### config.mk
export PLATFORM = sky130hd
export DESIGN_NAME = pipe_ctrl
export DESIGN_NICKNAME = d
export VERILOG_FILES = /design/src/rtl/pipe_ctrl_pkg.sv /design/src/rtl/pipe_ctrl_load_use_detect.sv /design/src/rtl/pipe_ctrl.sv
export SDC_FILE = /design/constraint.sdc
export NUM_CORES = 1
export LEC_CHECK = 0
export BUFFER_PORTS_ARGS = -buffer_cell sky130_fd_sc_hd__buf_2
export CAP_MARGIN = 20
export CORE_MARGIN = 2
export CORE_UTILIZATION = 30
export DETAILED_ROUTE_END_ITERATION = 10
export GPL_ROUTABILITY_DRIVEN = 0
export PLACE_DENSITY = 0.76
export SLEW_MARGIN = 40
export SYNTH_ARGS = -nofsm -noshare
export SYNTH_HDL_FRONTEND = slang
export SYNTH_SLANG_ARGS = --single-unit
### constraint.sdc
create_clock -name clk -period 1.71 [get_ports clk]
set_input_delay 0.342 -clock clk [delete_from_list [all_inputs] [get_ports clk]]
set_output_delay 0.342 -clock clk [all_outputs]
set_load 0.1 [all_outputs]
### src/rtl/pipe_ctrl_pkg.sv
// Shared types and constants for the pipeline sequencing controller.
// The PIPE_CTRL_PERF_EN build option is handled in pipe_ctrl.sv.
package pipe_ctrl_pkg;

    typedef enum logic [1:0] {
        ST_INIT     = 2'd0,
        ST_RUN      = 2'd1,
        ST_MEM_WAIT = 2'd2,
        ST_HALT     = 2'd3
    } state_t;

    localparam int unsigned ZERO_REG_DEF = 31;
    localparam int unsigned CNT_W        = 32;

    function automatic logic [CNT_W-1:0] sat_inc(input logic [CNT_W-1:0] v);
        if (v == {CNT_W{1'b1}}) begin
            return v;
        end else begin
            return v + {{(CNT_W-1){1'b0}}, 1'b1};
        end
    endfunction

endpackage

### src/rtl/pipe_ctrl_load_use_detect.sv
// Combinational load-use hazard comparator between the ID sources and the EX load destination.
module load_use_detect #(
    parameter int unsigned REG_ADDR_W = 5,
    parameter int unsigned ZERO_REG   = 31
) (
    input  logic                  id_valid,
    input  logic [REG_ADDR_W-1:0] id_rs1,
    input  logic [REG_ADDR_W-1:0] id_rs2,
    input  logic                  id_uses_rs1,
    input  logic                  id_uses_rs2,
    input  logic                  ex_valid,
    input  logic                  ex_mem_read,
    input  logic [REG_ADDR_W-1:0] ex_rd,
    output logic                  loaduse
);

    localparam logic [REG_ADDR_W-1:0] ZERO_IDX = REG_ADDR_W'(ZERO_REG);

    logic rs1_hit_s;
    logic rs2_hit_s;

    assign rs1_hit_s = id_uses_rs1 & (id_rs1 == ex_rd);
    assign rs2_hit_s = id_uses_rs2 & (id_rs2 == ex_rd);
    assign loaduse   = id_valid & ex_valid & ex_mem_read & (ex_rd != ZERO_IDX)
                     & (rs1_hit_s | rs2_hit_s);

endmodule

### src/rtl/pipe_ctrl.sv
// Pipeline sequencing controller: stage enables and bubble selects for the 5-stage pipe.
// Optional performance counters are built when PIPE_CTRL_PERF_EN is defined.
module pipe_ctrl
    import pipe_ctrl_pkg::*;
#(
    parameter int unsigned REG_ADDR_W  = 5,
    parameter int unsigned ZERO_REG    = ZERO_REG_DEF,
    parameter int unsigned INIT_CYCLES = 4,
    parameter int unsigned MEM_TIMEOUT = 16
) (
    input  logic                  clk,
    input  logic                  reset,
    input  logic                  id_valid,
    input  logic [REG_ADDR_W-1:0] id_rs1,
    input  logic [REG_ADDR_W-1:0] id_rs2,
    input  logic                  id_uses_rs1,
    input  logic                  id_uses_rs2,
    input  logic                  id_br_taken,
    input  logic                  ex_valid,
    input  logic                  ex_mem_read,
    input  logic [REG_ADDR_W-1:0] ex_rd,
    input  logic                  mem_valid,
    input  logic                  mem_access,
    input  logic                  mem_ready,
    input  logic                  wb_valid,
    input  logic                  wb_is_halt,
    output logic                  pc_wr_en,
    output logic                  ifid_wr_en,
    output logic                  idex_wr_en,
    output logic                  exmem_wr_en,
    output logic                  memwb_wr_en,
    output logic                  ifid_flush,
    output logic                  idex_bubble,
    output logic                  exmem_bubble,
    output logic                  memwb_bubble,
    output logic                  halted,
    output logic                  mem_err,
    output logic [1:0]            state,
    output logic [CNT_W-1:0]      stall_cnt,
    output logic [CNT_W-1:0]      flush_cnt
);

    localparam int unsigned INIT_W = (INIT_CYCLES > 1) ? $clog2(INIT_CYCLES) : 1;
    localparam int unsigned WAIT_W = (MEM_TIMEOUT > 1) ? $clog2(MEM_TIMEOUT) : 1;
    localparam logic [INIT_W-1:0] INIT_LAST = INIT_W'(INIT_CYCLES - 1);
    localparam logic [WAIT_W-1:0] WAIT_LAST = WAIT_W'(MEM_TIMEOUT - 1);
    localparam logic              TIMEOUT_EN = (MEM_TIMEOUT != 0);

    state_t            state_r;
    state_t            state_nxt_s;
    logic [INIT_W-1:0] init_cnt_r;
    logic [WAIT_W-1:0] wait_cnt_r;
    logic              mem_err_r;
    logic              loaduse_s;
    logic              memstall_s;
    logic              active_s;
    logic              timeout_s;
    logic              halt_req_s;

    load_use_detect #(
        .REG_ADDR_W (REG_ADDR_W),
        .ZERO_REG   (ZERO_REG)
    ) u_load_use_detect (
        .id_valid    (id_valid),
        .id_rs1      (id_rs1),
        .id_rs2      (id_rs2),
        .id_uses_rs1 (id_uses_rs1),
        .id_uses_rs2 (id_uses_rs2),
        .ex_valid    (ex_valid),
        .ex_mem_read (ex_mem_read),
        .ex_rd       (ex_rd),
        .loaduse     (loaduse_s)
    );

    assign memstall_s = mem_valid & mem_access & ~mem_ready;
    assign active_s   = (state_r == ST_RUN) | (state_r == ST_MEM_WAIT);
    assign halt_req_s = wb_valid & wb_is_halt;
    // wait_cnt_r still holds the count of earlier stall cycles, so LAST marks the final allowed one
    assign timeout_s  = TIMEOUT_EN & active_s & memstall_s & (wait_cnt_r == WAIT_LAST);

    // Next-state and enable/bubble decode from current state and hazard inputs
    always_comb begin
        state_nxt_s  = state_r;
        pc_wr_en     = 1'b0;
        ifid_wr_en   = 1'b0;
        idex_wr_en   = 1'b0;
        exmem_wr_en  = 1'b0;
        memwb_wr_en  = 1'b0;
        ifid_flush   = 1'b0;
        idex_bubble  = 1'b0;
        exmem_bubble = 1'b0;
        memwb_bubble = 1'b0;
        halted       = 1'b0;
        if (reset || (state_r == ST_INIT)) begin
            ifid_wr_en   = 1'b1;
            idex_wr_en   = 1'b1;
            exmem_wr_en  = 1'b1;
            memwb_wr_en  = 1'b1;
            ifid_flush   = 1'b1;
            idex_bubble  = 1'b1;
            exmem_bubble = 1'b1;
            memwb_bubble = 1'b1;
            if (init_cnt_r == INIT_LAST) begin
                state_nxt_s = ST_RUN;
            end else begin
                state_nxt_s = ST_INIT;
            end
        end else begin
            case (state_r)
                ST_RUN, ST_MEM_WAIT: begin
                    if (memstall_s) begin
                        memwb_wr_en  = 1'b1;
                        memwb_bubble = 1'b1;
                    end else if (loaduse_s) begin
                        idex_wr_en   = 1'b1;
                        idex_bubble  = 1'b1;
                        exmem_wr_en  = 1'b1;
                        memwb_wr_en  = 1'b1;
                    end else begin
                        pc_wr_en     = 1'b1;
                        ifid_wr_en   = 1'b1;
                        idex_wr_en   = 1'b1;
                        exmem_wr_en  = 1'b1;
                        memwb_wr_en  = 1'b1;
                        ifid_flush   = id_br_taken & id_valid;
                    end
                    if (timeout_s || halt_req_s) begin
                        state_nxt_s = ST_HALT;
                    end else if (memstall_s) begin
                        state_nxt_s = ST_MEM_WAIT;
                    end else begin
                        state_nxt_s = ST_RUN;
                    end
                end
                ST_HALT: begin
                    halted      = 1'b1;
                    state_nxt_s = ST_HALT;
                end
                default: begin
                    state_nxt_s = ST_INIT;
                end
            endcase
        end
    end

    // State register and post-reset clearing counter
    always_ff @(posedge clk) begin
        if (reset) begin
            state_r    <= ST_INIT;
            init_cnt_r <= {INIT_W{1'b0}};
        end else begin
            state_r <= state_nxt_s;
            if ((state_r == ST_INIT) && (init_cnt_r != INIT_LAST)) begin
                init_cnt_r <= init_cnt_r + {{(INIT_W-1){1'b0}}, 1'b1};
            end else begin
                init_cnt_r <= {INIT_W{1'b0}};
            end
        end
    end

    // Consecutive memory-wait counter and sticky timeout error
    always_ff @(posedge clk) begin
        if (reset) begin
            wait_cnt_r <= {WAIT_W{1'b0}};
            mem_err_r  <= 1'b0;
        end else begin
            if (active_s && memstall_s) begin
                if (wait_cnt_r != {WAIT_W{1'b1}}) begin
                    wait_cnt_r <= wait_cnt_r + {{(WAIT_W-1){1'b0}}, 1'b1};
                end else begin
                    wait_cnt_r <= wait_cnt_r;
                end
            end else begin
                wait_cnt_r <= {WAIT_W{1'b0}};
            end
            mem_err_r <= mem_err_r | timeout_s;
        end
    end

    assign mem_err = mem_err_r;
    assign state   = state_r;

`ifdef PIPE_CTRL_PERF_EN
    logic [CNT_W-1:0] stall_cnt_r;
    logic [CNT_W-1:0] flush_cnt_r;

    // Saturating stall and flush event counters
    always_ff @(posedge clk) begin
        if (reset) begin
            stall_cnt_r <= {CNT_W{1'b0}};
            flush_cnt_r <= {CNT_W{1'b0}};
        end else begin
            if (active_s && (memstall_s || loaduse_s)) begin
                stall_cnt_r <= sat_inc(stall_cnt_r);
            end else begin
                stall_cnt_r <= stall_cnt_r;
            end
            if ((state_r == ST_RUN) && ifid_flush) begin
                flush_cnt_r <= sat_inc(flush_cnt_r);
            end else begin
                flush_cnt_r <= flush_cnt_r;
            end
        end
    end

    assign stall_cnt = stall_cnt_r;
    assign flush_cnt = flush_cnt_r;
`else
    assign stall_cnt = {CNT_W{1'b0}};
    assign flush_cnt = {CNT_W{1'b0}};
`endif

endmodule

# Yosys cells after proc, flatten, opt, wreduce, memory -nomap -nowiden
# Cells that the tools add are included.
[op_classes]
eq_ne = 10
n_reduce_logical = 8
mux = 29
add_sub_neg = 2
bitwise = 18
[op_table]
columns = ["operator", "count"]
rows = [
  ["1-bit two-way mux", 25],
  ["1-bit AND", 12],
  ["5-bit == test", 2],
  ["2-bit == test (second input constant)", 3],
  ["2-bit two-way mux", 3],
  ["2-bit OR reduction", 3],
  ["5-bit != test (second input constant)", 1],
  ["4-bit by 1-bit adder with 4-bit output (second input constant)", 1],
  ["4-bit == test (second input constant)", 1],
  ["4-bit != test (second input constant)", 1],
  ["2-bit case mux with 2 select lines", 1],
  ["1-bit inverter", 3],
  ["1-bit OR", 3],
  ["2-bit by 1-bit adder with 2-bit output (second input constant)", 1],
  ["2-bit by 1-bit == test with 1-bit output (second input constant)", 1],
  ["1-bit logical AND", 2],
  ["2-bit logical NOT", 1],
  ["1-bit logical OR", 2],
  ["2-bit != test (second input constant)", 1],
]
[totals]
reg_bits = 9
output_inout_bits = 77
inputBits = 28

# Depth between registers and ports, before layout
# Gate-level depths: netlist of run 1.
[logic_depth]
depth_word = 8
depth_mapped = 5
mapped_depth_nobuf = 5

# Modules after synthesis
# A second synthesis of run 1 with hierarchy kept.
[hier_totals]
hier_cells = 140
hier_area_um2 = 1112.3
[modules_own_cells]
columns = ["module", "seq_area_each_um2", "cells_per_inst", "area_each_um2", "n_inst"]
rows = [
  ["pipe_ctrl", 180.2, 122, 979.7, 1],
  ["load_use_detect", 0.0, 18, 132.6, 1],
]

# Least setup slack after synthesis of run 1
# Ideal clock, no wire load.
[synth_timing]
path_type = "register to output"
from = "reg state_r[0] (netlist: state[0])"
to = "out pc_wr_en"
path_slack_ps = -1965
required_time_ps = 1368
arrival_time_ps = 3333
path_buffers = 0
stages_incl_launch_ff = 6
cell_sequence = "dfxtp_1 > inv_1 > ha_1 > nor2_2 > inv_1 > nor3_2"
[synth_via]
elab_chain_cells = 4
elab_cells_between_ends = 7
cone_classes = "2 x eq/ne; 2 x mux; 3 x reduce/logical"
[synth_lines]
columns = ["element", "line_no", "source"]
rows = [
  ["start: declaration", "pipe_ctrl.sv:49", "state_t state_r;"],
  ["start signal: assignment", "pipe_ctrl.sv:152", "state_r <= state_nxt_s;"],
  ["2-bit by 1-bit == test with 1-bit output / 2-bit == test (equally long branches)", "pipe_ctrl.sv:109", "case (state_r)"],
  ["2-bit OR reduction", "pipe_ctrl.sv:109", ""],
  ["1-bit two-way mux", "pipe_ctrl.sv:109", ""],
  ["1-bit two-way mux (*)", "pipe_ctrl.sv:94", "if (reset || (state_r == ST_INIT)) begin"],
  ["end: declaration", "pipe_ctrl.sv:27", "output logic pc_wr_en,"],
]
# Every way passes the cells marked *; elsewhere a longest branch is shown, timed or not.

# Final worst setup path of run 1
# Ends and elaborated chain as after synthesis.

==> results of run 1 <==
cell families after synthesis:
kind of cell | Yosys count | synth area share, %
xor+xnor | 11 | 8.62
buf+inv | 69 | 45.0
mux | 1 | 0.896
fa+ha+maj | 4 | 4.48
flops | 9 | 16.1
simple gates | 36 | 17.8
compound gates | 11 | 6.72
other cells | 1 | 0.336
state kept, by name, indices dropped and copies added, names as in the netlist:
register,cells
mem_err,1
wait_cnt_r,4
init_cnt_r,2
state,2
cell type report:
class	instances	area, um2
Clock buffer	4	45.0
Fill cell	369	2110
Inverter	4	18.8
Multi-Input combinational cell	127	796
Sequential cell	9	188
Tap cell	48	60.1
Timing Repair Buffer	51	414
routing by layer:
layer	global-route usage [%]	part of all wire, %	vias to the layer above
met1	9.36	34	388
met5	0	0	-
li1	-	-	445
met4	2.86	0.38	0
met2	18.8	56	56
met3	0.694	10	2
critical path: cells and delay by family (launching register included):
kind                       cells  cell delay (ps)
adders and majority gates      1              160
buffers and inverters          3              370
DFF                            1              350
and+or+nand+nor                2              340
worst max-delay path by stage:
stage / startpoint / end / slack, ps / cells after the start
2_1_floorplan: state[1]$_SDFF_PP0_ / pc_wr_en / -1000 / 5
3_3_place_gp: ex_rd[4] / ifid_flush / -20 / 7
3_5_place_dp: ex_rd[4] / ifid_flush / -20 / 7
4_1_cts: state[0]$_SDFF_PP0_ / pc_wr_en / -100 / 6
5_1_grt: state[0]$_SDFF_PP0_ / pc_wr_en / -150 / 6
6_report: state[0]$_SDFF_PP0_ / pc_wr_en / -80 / 6
per-stage QoR:
stage,setup TNS (ps),setup WS (ps)
6_report,-445,-84.7
5_1_grt,-894,-145
4_1_cts,-352,-95.3
3_5_place_dp,-48.3,-15.3
3_3_place_gp,-62.9,-18.5
2_1_floorplan,-4420,-1000
what timing repair did:
action	CTS	global route
buffers inserted	2	3
endpoints found under the setup margin	9	10
pin swaps	5	6
resized for setup	16	12
cell usage in the layout, fill, tap and decap left out, types with 2 or more instances in the layout:
master / count
sky130_fd_sc_hd__buf_6: 5
sky130_fd_sc_hd__buf_4: 8
sky130_fd_sc_hd__buf_12: 7
sky130_fd_sc_hd__nand2_2: 2
sky130_fd_sc_hd__o21ai_4: 3
sky130_fd_sc_hd__xnor2_2: 6
sky130_fd_sc_hd__dfxtp_1: 7
sky130_fd_sc_hd__xnor2_1: 5
sky130_fd_sc_hd__nand2_1: 5
sky130_fd_sc_hd__clkbuf_8: 3
sky130_fd_sc_hd__buf_2: 30
sky130_fd_sc_hd__inv_2: 2
sky130_fd_sc_hd__and3_1: 2
sky130_fd_sc_hd__a31oi_1: 4
sky130_fd_sc_hd__ha_1: 3
sky130_fd_sc_hd__nand2_4: 2
sky130_fd_sc_hd__conb_1: 64
sky130_fd_sc_hd__nor2_1: 6
sky130_fd_sc_hd__nand3_1: 3
sky130_fd_sc_hd__nand4_1: 3
sky130_fd_sc_hd__dfxtp_4: 2
report_power, final:
group,internal (mW),total [mW],switching [mW],leakage (nW)
clock network,0.162,0.240,0.0777,0.0228
logic,0.147,0.962,0.815,0.678
registers,0.224,0.232,0.00793,0.0746
total,0.533,1.43,0.901,0.776
==> results_dict.tcl, run 1 <==
set metrics [dict create \
    status "finished with violations" \
    failed_checks "setup timing" \
    power.total_mw 1.43 \
    worst_setup_ep_type "primary output" \
    layout-drive-gt1-share_pct 42.6 \
    nets 228 \
    rr_worst_depth 6 \
    grt_antenna_before_repair 0 \
    final_min_period_over_clock_period_pct 105 \
    initial_core_util_pct 30.8 \
    hp-class "input port to flip-flop" \
    rsz0062_at_grt "yes" \
    drt_iter0_drc 33 \
    grt_overflow_total 0 \
    post-synth-top-area-cell "sky130_fd_sc_hd__buf_4" \
    timing.hold.worst_endpoint "mem_err$_SDFF_PP0_" \
    largest_net_degree_at_the_start_of_global_routing 8 \
    floorplan.die.height_um 65.0 \
    remaining_drc_errors 0 \
    placement_rows 22 \
    ys_seq_area_share_pct 16.1 \
    synth.lib_cells_used.distinct 29 \
    final.setup.worst_slack_ps -84.7 \
    clock-skew-final_ps 5.11 \
    post_cts_hold_buffer_count 0 \
    hold_path_startpoint "reset" \
    firstDrtPassIters 2 \
    r2r_setup_slk_ps 370 \
    h-tree-depth 1 \
    dpl.cell_count 234 \
    post_drt_via_cell_ratio 3.67 \
    worstPathMaxFanout 3 \
    critical-path-slowest-cell "sky130_fd_sc_hd__dfxtp_4" \
    dpl_cell_area_mm2 0.00131 \
    synthMostInstantiatedCell "sky130_fd_sc_hd__buf_4" \
    vdd.ir_drop.worst_uv 382 \
    cts_num_sinks 9 \
    crit_path_cell_trace "inv_2 -> ha_4 -> nor2_4 -> clkinvlp_4 -> nor3_4 -> buf_12" \
    clock_insertion_delay_worst_skew_ps 230 \
    cp_slowest_stage_delay_ps 350 \
    yosys.area.top_type_share_pct 43.7 \
    yosys_warning_count 0 \
    tritoncts "yes" \
    place.detailed.hpwl_um 1680 \
    area_growth_syn_to_layout_pct 36.2 \
    number_of_pins_exceeding_their_max_slew_limit_in_the_final_report 0 \
    setup.worst_path.start_class "flip-flop" \
    reg2reg_start "state[0]$_SDFF_PP0_" \
    drv.max_cap_violation_count 0 \
    floorplan.io_pins 105 \
    clock_tree.root_cell "sky130_fd_sc_hd__clkbuf_8" \
    postSynthCellCount 142 \
    mappedNetlistArea_mm2 0.00112 \
    crit_arrival_ps 1450 \
    main_area_contributors_after_synthesis "sky130_fd_sc_hd__buf_4 (44%), sky130_fd_sc_hd__dfxtp_1 (16%), sky130_fd_sc_hd__xnor2_1 (8.6%)" \
    critical_path.reg2reg.endpoint "wait_cnt_r[3]$_SDFFE_PP0P_" \
    cts_max_path_bufs 2 \
    routed_wirelength_um 2120 \
    vias_in_the_first_global_route 800 \
    placement.io_buffers 40 \
    finalCriticalPeriod_ps 1790 \
    global_route_wire_length_before_repair_um 3190 \
    power_per_cell_area_mw_per_mm2 942 \
    fin_hold_ws_ps 401 \
    timing.fmax_mhz 557 \
    synth_top_flop_cell "sky130_fd_sc_hd__dfxtp_1" \
    finalSetupViolations 8 \
    utilization_pct 41.9 \
    final_cell_count_no_fill 243 \
    placeableCoreArea_mm2 0.00363 \
    leakage_nw 0.776 \
    vias_after_detailed_routing 891 \
    critical_path_class "flip-flop to primary output" \
    final_hold_vios 0 \
    syn_avg_cell_area_um2 7.87 \
    synthArstFlopShare_pct 0 \
    die_x_um 65.0 \
    grtUsageTotal_pct 9.06 \
    design.die.area_mm2 0.00423 \
    hold-path-cell-count 2 \
    timing.critical_path.required_ps 1370 \
    yosys_register_bits 9 \
    synth_common_cells "sky130_fd_sc_hd__buf_4 (65), sky130_fd_sc_hd__xnor2_1 (11), sky130_fd_sc_hd__dfxtp_1 (9), sky130_fd_sc_hd__nand2_1 (9), sky130_fd_sc_hd__nor2_1 (6)" \
    clkTransAtPathRegs_ps 40 \
    n_antenna_cell 0 \
    drt-wirelength-per-cell_um 8.71 \
    synth_edf_count 0 \
    cts-buffers-inserted 3 \
    post_drt_antenna_nets 0 \
    post_route_cell_area_mm2 0.00152 \
]
(Power assumes the default switching activity.)
==> run 2, diff against run 1 <==
- CORE_UTILIZATION: 30 -> 37
- PLACE_DENSITY: 0.76 -> 0.89
==> run 2 against run 1 <==
- the run ends with DRC, setup timing left
- clock skew increased by 1.3 ps
- power decreased by 4.5%
- final cell count decreased by 5.8%
- global-route usage increased by 3.6 points
- combinational power increased by 1%
- non-clock buffer count increased by 3
- utilization increased by 11 points
- critical path depth increased by 1
- final area decreased by 3.0%
- sequential cell count unchanged
- register-to-register slack got worse by 110 ps
==> results_dict.tcl, run 2 (synthesis gave the netlist of run 1 again) <==
set metrics [dict create \
    critical_path_class "flip-flop to primary output" \
    global_route_wire_length_before_repair_um 3360 \
    layout_commonest_cell "sky130_fd_sc_hd__conb_1" \
    grt_antenna_before_repair 0 \
    post_drt_via_cell_ratio 4.10 \
    remaining_drc_errors 7 \
    final_cell_count_no_fill 229 \
    grtUsageTotal_pct 12.6 \
    initial_core_util_pct 39.8 \
    drv.max_cap_violation_count 0 \
    grt_overflow_total 0 \
    multi_input_comb_area_um2 746 \
    num-fill-cells 249 \
    crit_arrival_ps 1560 \
    die_x_um 59.0 \
    n_antenna_cell 0 \
    clock_tree.root_cell "sky130_fd_sc_hd__clkbuf_4" \
    final_min_period_over_clock_period_pct 111 \
    largest_register_ff_count 4 \
    timing.critical_path.required_ps 1370 \
    placement_rows 19 \
    dpl.cell_count 217 \
    vdd.ir_drop.worst_uv 372 \
    worst_setup_ep_type "primary output" \
    placeableCoreArea_mm2 0.00281 \
    rsz0062_at_grt "yes" \
    routed_wirelength_um 2470 \
    cts_num_sinks 9 \
    layout-drive-gt1-share_pct 39.9 \
    final_hold_vios 0 \
    worstPathMaxFanout 4 \
    post_route_cell_area_mm2 0.00148 \
    vias_in_the_first_global_route 806 \
    design.die.area_mm2 0.00348 \
    floorplan.io_pins 105 \
    finalSetupViolations 10 \
    register_area_um2 188 \
    tritoncts "yes" \
    floorplan.die.height_um 59.0 \
    drt-wirelength-per-cell_um 10.8 \
    r2r_setup_slk_ps 260 \
    clkTransAtPathRegs_ps 60 \
    hp-class "input port to flip-flop" \
    place.detailed.hpwl_um 1790 \
    most-common-layout-cells "sky130_fd_sc_hd__conb_1 (64), sky130_fd_sc_hd__buf_2 (30), sky130_fd_sc_hd__xnor2_1 (11), sky130_fd_sc_hd__buf_4 (11), sky130_fd_sc_hd__buf_12 (9)" \
    nets 231 \
    setup.worst_path.start_class "flip-flop" \
    failed_checks "DRC, setup timing" \
    clock_insertion_delay_worst_skew_ps 260 \
    vias_after_detailed_routing 939 \
    leakage_nw 0.761 \
    area_growth_syn_to_layout_pct 32.0 \
    dpl_cell_area_mm2 0.00128 \
    clock-skew-final_ps 6.43 \
    finalCriticalPeriod_ps 1900 \
    power_per_cell_area_mw_per_mm2 928 \
    post_drt_antenna_nets 0 \
    placement.io_buffers 40 \
    status "finished with violations" \
    largest_net_degree_at_the_start_of_global_routing 8 \
    final.setup.worst_slack_ps -187 \
    timing.fmax_mhz 527 \
    setup_total_negative_slack_ps -1260 \
    top_register "wait_cnt_r" \
    firstDrtPassIters 10 \
    number_of_pins_exceeding_their_max_slew_limit_in_the_final_report 0 \
    fin_hold_ws_ps 370 \
    cts-buffers-inserted 3 \
    cts_max_path_bufs 2 \
    h-tree-depth 1 \
    drt_iter0_drc 28 \
]
-- run 2: changes by cell type in the layout (fill, tap and decap cells not counted), moves of 2 or more --
cell and change:
sky130_fd_sc_hd__nand2_2 -2, sky130_fd_sc_hd__xnor2_2 -6, sky130_fd_sc_hd__xnor2_1 +6, sky130_fd_sc_hd__buf_12 +2
sky130_fd_sc_hd__clkbuf_4 +2, sky130_fd_sc_hd__buf_4 +3, sky130_fd_sc_hd__clkbuf_8 -3
-- run 2: repair_timing --
item	CTS	global route
setup endpoints to repair	9	10
endpoints found under the hold margin	0	0
resized for setup	20	7
hold buffers	0	0
pin swaps	4	4
buffers inserted	5	3
-- run 2: per-stage QoR --
stage | worst slack (ps) | utilization, % | total power, mW
floorplan | -1000 | - | 1.15
global placement | -12.5 | 45.8 | 1.13
detailed placement | -43.5 | 45.8 | 1.14
CTS | -159 | 51.0 | 1.35
global route | -252 | 52.6 | 1.42
finish | -187 | 52.6 | 1.37
-- run 2: worst max-delay path, cell delays in order (launching register included) --
cell,delay [ps]
sky130_fd_sc_hd__dfxtp_4,350
sky130_fd_sc_hd__inv_2,40
sky130_fd_sc_hd__ha_4,280
sky130_fd_sc_hd__buf_6,100
sky130_fd_sc_hd__nand2_4,50
sky130_fd_sc_hd__buf_6,120
sky130_fd_sc_hd__nor3_4,150
sky130_fd_sc_hd__buf_12,200
-- run 2: cell type report --
class,instances,area share (%)
Tap cell,31,2.63
Sequential cell,9,12.7
Timing Repair Buffer,54,31.0
Clock buffer,4,1.78
Multi-Input combinational cell,127,50.6
Inverter,4,1.27
-- run 2: where the power goes --
group,switching [mW],internal [mW]
logic,0.820,0.156
registers,0.00634,0.223
clock network,0.0746,0.0900
-- run 2: final timing paths --
kind                       startpoint                    endpoint  cells after the start
min                             reset         state[0]$_SDFF_PP0_                      2
min reg2reg  init_cnt_r[0]$_SDFF_PP0_    init_cnt_r[0]$_SDFF_PP0_                      1
max reg2reg       state[0]$_SDFF_PP0_  wait_cnt_r[3]$_SDFFE_PP0P_                      7
max               state[0]$_SDFF_PP0_                    pc_wr_en                      7
-- run 2: layer usage --
| layer | GRT usage [%] | wire length [um] | vias to the layer above |
|---|---|---|---|
| li1 | - | - | 448 |
| met1 | 11.4 | 812 | 441 |
| met2 | 26.8 | 1460 | 50 |
| met3 | 3.52 | 198 | 0 |
| met4 | 2.60 | 0 | 0 |
| met5 | 0 | 0 | - |
==> run 3, diff against run 2 <==
- CTS_BUF_LIST: not set -> sky130_fd_sc_hd__clkbuf_16
==> run 3 against run 2 <==
- the flow still finishes with violations (DRC, setup timing)
- sequential power about the same
- combinational power decreased by 2%
- first-iteration DRC count decreased by 50%
- utilization increased by 0.54 points
- count of clock-buffer cells in the layout decreased by 1
- clock skew decreased by 2.7 ps
- register-to-register slack improved by 90 ps
- global-route usage decreased by 0.77 points
- critical path depth decreased by 2
- via count decreased by 3.3%
- final area increased by 1.0%
==> results_dict.tcl, run 3 (synthesis gave the netlist of run 1 again) <==
set metrics [dict create \
    power_per_cell_area_mw_per_mm2 1070 \
    number_of_pins_exceeding_their_max_slew_limit_in_the_final_report 0 \
    cts-buffers-inserted 3 \
    p_int_uw 676 \
    finalSetupViolations 9 \
    status "finished with violations" \
    grt_antenna_before_repair 0 \
    dpl_cell_area_mm2 0.00128 \
    rsz0062_at_grt "yes" \
    num-fill-cells 254 \
    remaining_drc_errors 6 \
    hp-class "input port to flip-flop" \
    routed_wirelength_um 2210 \
    top_register "wait_cnt_r" \
    initial_core_util_pct 39.8 \
    critPathBufInv 3 \
    finalCriticalPeriod_ps 1890 \
    placement.io_buffers 40 \
    area_growth_syn_to_layout_pct 33.4 \
    failed_checks "DRC, setup timing" \
    die_x_um 59.0 \
    floorplan.io_pins 105 \
    critical_path_class "flip-flop to primary output" \
    crit_path_cell_trace "inv_2 -> ha_4 -> buf_4 -> or3_4 -> buf_12" \
    clock-skew-final_ps 3.75 \
    fin_hold_ws_ps 392 \
    final.setup.worst_slack_ps -178 \
    setup.worst_path.start_class "flip-flop" \
    final_hold_vios 0 \
    place.detailed.hpwl_um 1790 \
    post_drt_antenna_nets 0 \
    cts_num_sinks 9 \
    netSwitchingFraction_pct 57.5 \
    post_cts_hold_buffer_count 0 \
    critical-path-slowest-cell "sky130_fd_sc_hd__or3_4" \
    tritoncts "yes" \
    p_seq_share_pct 14.5 \
    grt_overflow_total 0 \
    dpl.cell_count 217 \
    clock_power_share_pct 25.2 \
    most-common-layout-cells "sky130_fd_sc_hd__conb_1 (64), sky130_fd_sc_hd__buf_2 (31), sky130_fd_sc_hd__xnor2_1 (11)" \
    worstPathMaxFanout 4 \
    post_drt_via_cell_ratio 4.02 \
    largest_register_ff_count 4 \
    global_route_wire_length_before_repair_um 3170 \
    post_route_cell_area_mm2 0.00149 \
    r2r_setup_slk_ps 350 \
    drt_iter0_drc 14 \
    clkTransAtPathRegs_ps 40 \
    final_cell_count_no_fill 226 \
    firstDrtPassIters 9 \
    floorplan.die.height_um 59.0 \
    layout_commonest_cell "sky130_fd_sc_hd__conb_1" \
    timing.fmax_mhz 530 \
    placeableCoreArea_mm2 0.00281 \
    vias_in_the_first_global_route 782 \
    nets 228 \
    critPathTopFamily "simple AND/OR/NAND/NOR gates" \
    power.total_mw 1.59 \
    largest_net_degree_at_the_start_of_global_routing 8 \
    crit_arrival_ps 1550 \
    grtUsageTotal_pct 11.8 \
    design.die.area_mm2 0.00348 \
    leakage_nw 0.757 \
    vias_after_detailed_routing 908 \
    clock_tree.root_cell "sky130_fd_sc_hd__clkbuf_16" \
    placement_rows 19 \
    h-tree-depth 1 \
    clock_insertion_delay_worst_skew_ps 230 \
    timing.critical_path.required_ps 1370 \
    vdd.ir_drop.worst_uv 493 \
    drt-wirelength-per-cell_um 9.80 \
    combPwrFrac_pct 60.3 \
    n_antenna_cell 0 \
    worst_setup_ep_type "primary output" \
    final_min_period_over_clock_period_pct 110 \
    cts_max_path_bufs 2 \
    drv.max_cap_violation_count 0 \
    layout-drive-gt1-share_pct 38.5 \
    power.switching_uw 914 \
    cp_slowest_stage_delay_ps 370 \
]
[run 3: cell count changes in the layout (fill, tap and decap cells not counted)]
cell	previous run	this run
sky130_fd_sc_hd__nand2_4	3	1
sky130_fd_sc_hd__clkbuf_16	0	3
sky130_fd_sc_hd__inv_1	1	2
sky130_fd_sc_hd__clkbuf_4	3	0
sky130_fd_sc_hd__buf_2	30	31
sky130_fd_sc_hd__nand2_1	6	7
sky130_fd_sc_hd__nand2_2	0	1
sky130_fd_sc_hd__buf_4	11	7
sky130_fd_sc_hd__clkbuf_1	1	0
[run 3: cell type report]
type	instances	area, um2	share of cell area (%)
multi-input cells	127	733	49.2
repair buffers	51	433	29.1
flip-flops and latches	9	188	12.6
clock buffers	3	75.1	5.04
well taps	31	38.8	2.60
inverters	4	18.8	1.26
clock inverters	1	3.75	0.252
[run 3: path summary, 6_finish.rpt]
| path | startpoint | end | cells after the start |
|---|---|---|---|
| max | state[1]$_SDFF_PP0_ | memwb_wr_en | 5 |
| min | reset | state[0]$_SDFF_PP0_ | 2 |
| max reg2reg | state[0]$_SDFF_PP0_ | wait_cnt_r[3]$_SDFFE_PP0P_ | 6 |
| min reg2reg | init_cnt_r[0]$_SDFF_PP0_ | init_cnt_r[0]$_SDFF_PP0_ | 1 |
[run 3: layer usage]
metal  routed length (um)  global-route usage (%)
met2                 1270                    24.1
met1                  762                    11.0
met4                    0                    2.60
met3                  185                    4.18
met5                    0                       0
[run 3: repair_timing]
item	4_1_cts	5_1_grt
resized for setup	20	2
hold endpoints to repair	0	0
setup endpoints to repair	9	9
pin swaps	5	2
setup buffers	4	1
[run 3: power groups by stage]
stage          clock network (mW)  registers (mW)  logic (mW)
2_1_floorplan                   0           0.254       0.896
3_5_place_dp                    0           0.235       0.906
6_report                    0.401           0.230       0.958
4_1_cts                     0.412           0.230       0.946
5_1_grt                     0.433           0.232       0.986
3_3_place_gp                    0           0.234       0.899
[run 3: through the flow]
step           setup TNS, ps  util (%)  worst slack [ps]
6_report                -909      53.1              -178
5_1_grt                -1370      53.1              -216
4_1_cts                 -716      52.6              -125
3_5_place_dp            -142      45.8             -43.5
3_3_place_gp           -29.1      45.8             -12.5
2_1_floorplan          -4420         -             -1000
